[src/rtl/s2_arb_pkg.sv]
// Shared types and constants for the S2 round-robin arbiter.
// Select codes name which source word an S2 instance forwards.
package s2_arb_pkg;

  localparam int NREQ = 4;

  typedef enum logic {
    IDLE  = 1'b0,
    VALID = 1'b1
  } state_t;

  localparam logic [1:0] SEL_D00 = 2'b00;
  localparam logic [1:0] SEL_D01 = 2'b01;
  localparam logic [1:0] SEL_D10 = 2'b10;
  localparam logic [1:0] SEL_D11 = 2'b11;

  function automatic logic [NREQ-1:0] onehot4(input logic [1:0] idx);
    logic [NREQ-1:0] v;
    v = '0;
    v[idx] = 1'b1;
    return v;
  endfunction

endpackage

[src/rtl/s2_rr_pick.sv]
// Combinational rotate-priority picker: scans req starting at ptr and
// returns the index of the first set bit, plus whether any bit was set.
module s2_rr_pick
  import s2_arb_pkg::*;
(
  input  logic [3:0] i_req,
  input  logic [1:0] i_ptr,
  output logic [1:0] o_grant,
  output logic       o_any
);

  logic [1:0] w_idx;

  always_comb begin
    o_grant = '0;
    o_any   = 1'b0;
    w_idx   = '0;
    for (int k = 0; k < NREQ; k++) begin
      // Two-bit add wraps 3 -> 0, giving the modular search order.
      w_idx = i_ptr + k[1:0];
      if (!o_any && i_req[w_idx]) begin
        o_grant = w_idx;
        o_any   = 1'b1;
      end
    end
  end

endmodule

[src/rtl/s2_rr_arbiter.sv]
// Round-robin arbiter and output sequencer: picks one of four source words,
// holds it in out with a valid/ready handshake, and mirrors the S2 select.
module s2_rr_arbiter
  import s2_arb_pkg::*;
#(
  parameter int size = 5
) (
  input  logic            clk,
  input  logic            CLR,
  input  logic [3:0]      req,
  input  logic [size-1:0] D00,
  input  logic [size-1:0] D01,
  input  logic [size-1:0] D10,
  input  logic [size-1:0] D11,
  input  logic            out_ready,
  output logic [size-1:0] out,
  output logic            out_valid,
  output logic [3:0]      ack,
  output logic            A1,
  output logic            B1,
  output logic            A0,
  output logic            B0,
  output logic            busy,
  output logic            o_dbg_state,
  output logic [1:0]      o_dbg_ptr
);

  // Handshake: out is transferred on any edge where out_valid & out_ready.
  // A new word may be captured on that same edge (no bubble), or whenever
  // nothing is held. ack is the source-side handshake: one-hot, same cycle.

  state_t          r_state;
  state_t          w_state_nxt;
  logic [1:0]      r_ptr;
  logic [1:0]      r_sel;
  logic [size-1:0] r_out;
  logic            r_out_valid;

  logic [1:0]      w_grant;
  logic            w_any;
  logic            w_cap_en;
  logic            w_cap;
  logic [size-1:0] w_word;

  s2_rr_pick u_pick (
    .i_req   (req),
    .i_ptr   (r_ptr),
    .o_grant (w_grant),
    .o_any   (w_any)
  );

  assign w_cap_en = (r_state == IDLE) | out_ready;
  assign w_cap    = w_cap_en & w_any & ~CLR;

  always_comb begin
    w_word = D00;
    case (w_grant)
      SEL_D00: w_word = D00;
      SEL_D01: w_word = D01;
      SEL_D10: w_word = D10;
      SEL_D11: w_word = D11;
      default: w_word = D00;
    endcase
  end

  always_comb begin
    w_state_nxt = r_state;
    case (r_state)
      IDLE:    if (w_cap) w_state_nxt = VALID;
      VALID:   if (out_ready && !w_cap) w_state_nxt = IDLE;
      default: w_state_nxt = IDLE;
    endcase
  end

  always_ff @(posedge clk) begin
    if (CLR) r_state <= IDLE;
    else     r_state <= w_state_nxt;
  end

  // Selects and ptr move only on capture; an accept alone leaves them.
  always_ff @(posedge clk) begin
    if (CLR) begin
      r_ptr       <= '0;
      r_sel       <= '0;
      r_out       <= '0;
      r_out_valid <= 1'b0;
    end else if (w_cap) begin
      r_ptr       <= w_grant + 2'd1;
      r_sel       <= w_grant;
      r_out       <= w_word;
      r_out_valid <= 1'b1;
    end else if (r_state == VALID && out_ready) begin
      r_out_valid <= 1'b0;
    end
  end

  assign ack         = w_cap ? onehot4(w_grant) : 4'b0000;
  assign out         = r_out;
  assign out_valid   = r_out_valid;
  assign busy        = r_out_valid;
  assign A1          = r_sel[1];
  assign B1          = r_sel[1];
  assign A0          = r_sel[0];
  assign B0          = r_sel[0];
  assign o_dbg_state = r_state;
  assign o_dbg_ptr   = r_ptr;

endmodule

[config.mk]
export PLATFORM = sky130hd
export DESIGN_NAME = s2_rr_arbiter
export DESIGN_NICKNAME = d
export VERILOG_FILES = /design/src/rtl/s2_arb_pkg.sv /design/src/rtl/s2_rr_pick.sv /design/src/rtl/s2_rr_arbiter.sv
export SDC_FILE = /design/constraint.sdc
export NUM_CORES = 1
export LEC_CHECK = 0
export ABC_AREA = 1
export BUFFER_PORTS_ARGS = -buffer_cell sky130_fd_sc_hd__buf_2
export CORE_MARGIN = 1
export CORE_UTILIZATION = 46
export DETAILED_ROUTE_END_ITERATION = 16
export PLACE_DENSITY = 0.75
export SYNTH_ARGS = -nofsm -noshare
export SYNTH_HDL_FRONTEND = slang
export SYNTH_HIERARCHICAL = 1
export SYNTH_SLANG_ARGS = --single-unit
[constraint.sdc]
create_clock -name clk -period 2.1 [get_ports clk]
set_input_delay 0.105 -clock clk [delete_from_list [all_inputs] [get_ports clk]]
set_output_delay 0.105 -clock clk [all_outputs]
set_load 0.01 [all_outputs]
==> metrics.md <==
| Metric | Value |
|---|---|
| Vias in the first global route | 976 |
| Port buffer count | 44 |
| # Max-Cap Violations | 0 |
| Vias post-DR | 1,184 |
| Share of cells above drive strength 1 | 0.549 |
| Final nets | 246 |
| # DRC | 0 |
| Final hold viol count | 0 |
| CP startpoint | o_dbg_ptr[0]$_SDFFE_PP0P_ |
| Worst-path clk slew | 0.07 ns |
| Reg2reg setup slack | 0.05 ns |
| Largest net degree at the start of global routing | 14 |
| Met3 usage | 0.0252 |
| Final instance area | 0.00147 mm2 |
| Global Route Usage Sum | 0.211 |
| Gr ovfl total | 0 |
| Leak | 0.810 nW |
| Req. time, crit path | 2.00 ns |
| Routed Antenna Nets | 0 |
| Hpwl dp | 1810 um |
| Post-Syn Area | 993 um2 |
| Final setup fails | 0 |
| Total design power | 2.01 mW |
| Final worst slack | 0.0117 ns |
| Setup crit end | ack[2] |
| Final period util | 0.994 |
| Clock Latency Late Sink | 0.26 ns |
| Maximum fanout along the worst path | 6 |
| Placement row count | 16 |
| Placed cell area | 0.00122 mm2 |
| Reg2Reg Depth | 17 |
| Die area | 0.00235 mm2 |
| Worst Hold Class | in -> reg |
| Maximum vdd drop | 0.799 mV |
| Busiest layer in global routing | met2 |
| RR Endpoint | out[1]$_SDFFE_PP0P_ |
| Clock H-tree levels | 1 |
| Post-Synth XOR/XNOR Area | 0 |
| First-pass GRT wire length | 3930 um |
| Outcome | completed |
| Largest family of logic cells by synthesized area | simple AND/OR/NAND/NOR gates |
| Mux contribution to synthesized area | 0 |
| Core ar. | 0.00200 mm2 |
| Clock sink count | 11 |
| FMAX | 0.479 GHz |
| Power Density | 1370 mW/mm2 |
| Die Width | 48.5 um |
| Worst slack at placement | 0.0185 ns |
| Starting Density | 0.496 |
| Synth Area in Compound Gates | 0.0567 |
| DR pass1 iterations | 4 |
| Grt met2 use | 0.350 |
| Inst Count DP | 229 |
| Routability cong. | 0.839 |
| Die height | 48.5 um |
| Layout Skew | 0.00101 ns |
| Synthesized Nets | 192 |
| Sequential share of the synthesized area | 0.222 |
| Iteration-0 DRC Markers | 41 |
| Crit path launch type | flop |
| Cts bufs inserted | 3 |
| CP arrival | 1.98 ns |
| Synth Area per Inst | 6.21 um2 |
| RSZ-0062 raised after global routing | yes |
| CTS tree | done |
| Final cell count without fillers | 240 |
| I/O pin count | 45 |
| Ys Warns | 6 |
| Slew @ Worst Pin | 0.239 ns |
| Met1 Resource Use GR | 0.270 |
| Synth Register Bits | 11 |
| WL final | 2660 um |
| Crit path time final | 2.09 ns |
| Cells after synthesis | 160 |
| Pins Over Slew Limit | 0 |
| Endpoint type of the worst setup path | output pin |
| Synth Area in Simple Gates | 0.534 |
| Crit Path Category | reg -> out |
| Initial antenna violation count | 0 |
| R2R Path Start | o_dbg_ptr[0]$_SDFFE_PP0P_ |
| Antenna diode count | 0 |
| Root buffer cell | clkbuf_4 |
| Yosys cell types | 19 |
| Adder-Cell Fraction of Synth Area | 0.0630 |
| Clock Path Buffers | 2 |
| Wire length per cell | 11.1 um |
| Vias per cell | 4.93 |
| Hold_ws | 0.0714 ns |
| Area grow syn2layout | 48.4% |
| Max-slew headroom | 0.840 |
## per-layer routing
layer,up-vias,share of wire
met1,533,0.44
met2,52,0.47
met5,-,0
li1,595,-
met3,4,0.078
met4,0,0.014
## per-stage QoR
| step | setup TNS (ns) | utilization |
|---|---|---|
| finish | 0 | 0.736 |
| CTS | 0 | 0.649 |
| global placement | 0 | 0.612 |
| global route | -0.475 | 0.736 |
| floorplan | 0 | - |
| detailed placement | 0 | 0.612 |
## power breakdown
| part | total [mW] | internal [mW] | leakage (nW) | switching, mW |
|---|---|---|---|---|
| clock | 0.140 | 0.0735 | 0.0150 | 0.0670 |
| sequential | 0.337 | 0.284 | 0.0925 | 0.0532 |
| combinational | 1.54 | 0.638 | 0.702 | 0.898 |
## worst min-delay path by stage
stage / cells past startpoint / from / slack (ns) / endpoint
finish: 2 / CLR / 0.07 / o_dbg_state$_SDFF_PP0_
global route: 2 / CLR / 0.05 / o_dbg_state$_SDFF_PP0_
CTS: 2 / CLR / 0.06 / o_dbg_state$_SDFF_PP0_
detailed placement: 2 / CLR / 0.34 / o_dbg_state$_SDFF_PP0_
global placement: 2 / CLR / 0.34 / o_dbg_state$_SDFF_PP0_
floorplan: 1 / CLR / 0.17 / o_dbg_state$_SDFF_PP0_
## critical path: stages (launching register included)
cell and delay, ns:
dfxtp_4 0.38, buf_6 0.15, nand2_2 0.07, nand2_2 0.07
nand2_2 0.08, nand2_2 0.07, nor2_4 0.14, nand3_2 0.09
nand2_2 0.08, nand2_2 0.07, inv_4 0.10, inv_6 0.06
ha_4 0.16, inv_2 0.04, nor2_1 0.03, buf_2 0.14
## state kept, by name (all words and copies together), names as in the netlist
register     cells
o_dbg_state      1
o_dbg_ptr        2
busy             1
out              5
r_sel            2
## cells in the mapped netlist
| library cell | instances | area (um2) |
|---|---|---|
| nand2_1 | 60 | 225 |
| nand4_1 | 1 | 6.26 |
| inv_2 | 4 | 15.0 |
| buf_4 | 3 | 22.5 |
| buf_6 | 2 | 22.5 |
| nand3_1 | 10 | 50.1 |
| nand3b_1 | 1 | 7.51 |
| inv_1 | 17 | 63.8 |
| nand3_2 | 4 | 40.0 |
| nor2_2 | 6 | 37.5 |
| dfxtp_1 | 11 | 220 |
| nor2_1 | 12 | 45.0 |
| nand2_4 | 4 | 45.0 |
| o21ai_1 | 1 | 5.00 |
| nand2_2 | 10 | 62.6 |
| nor2_4 | 1 | 11.3 |
| ha_1 | 5 | 62.6 |
| a21oi_1 | 7 | 35.0 |
| a21oi_4 | 1 | 16.3 |
## kinds of logic (layout without fill, tap and decap cells)
group / after synthesis / after routing
flops: 11 / 11
compound gates: 9 / 9
buf+inv: 26 / 79
fa+ha+maj: 5 / 5
simple gates: 109 / 109
## final cells by class
cell class,instances,area [um2]
Inverter,21,91.3
Fill cell,156,528
Timing Repair Buffer,54,303
Multi-Input combinational cell,123,792
Clock buffer,4,26.3
Tap cell,27,33.8
Sequential cell,11,228
## what timing repair did
item                       4_1_cts  5_1_grt
setup endpoints to repair        6        9
gates cloned                     0        0
pin swaps                        0       20
gates resized for setup         11       38
setup buffers                    0        7
hold buffers                     0        0
## cells in the final DEF, fill, tap and decap left out, drive strengths merged
master / instances
nand2: 74
buf: 54
inv: 21
nor2: 19
nand3: 14
dfxtp: 11
a21oi: 8
ha: 5
clkbuf: 4
o21ai: 1
nand3b: 1
nand4: 1
Power figures use the tool's default switching activity.
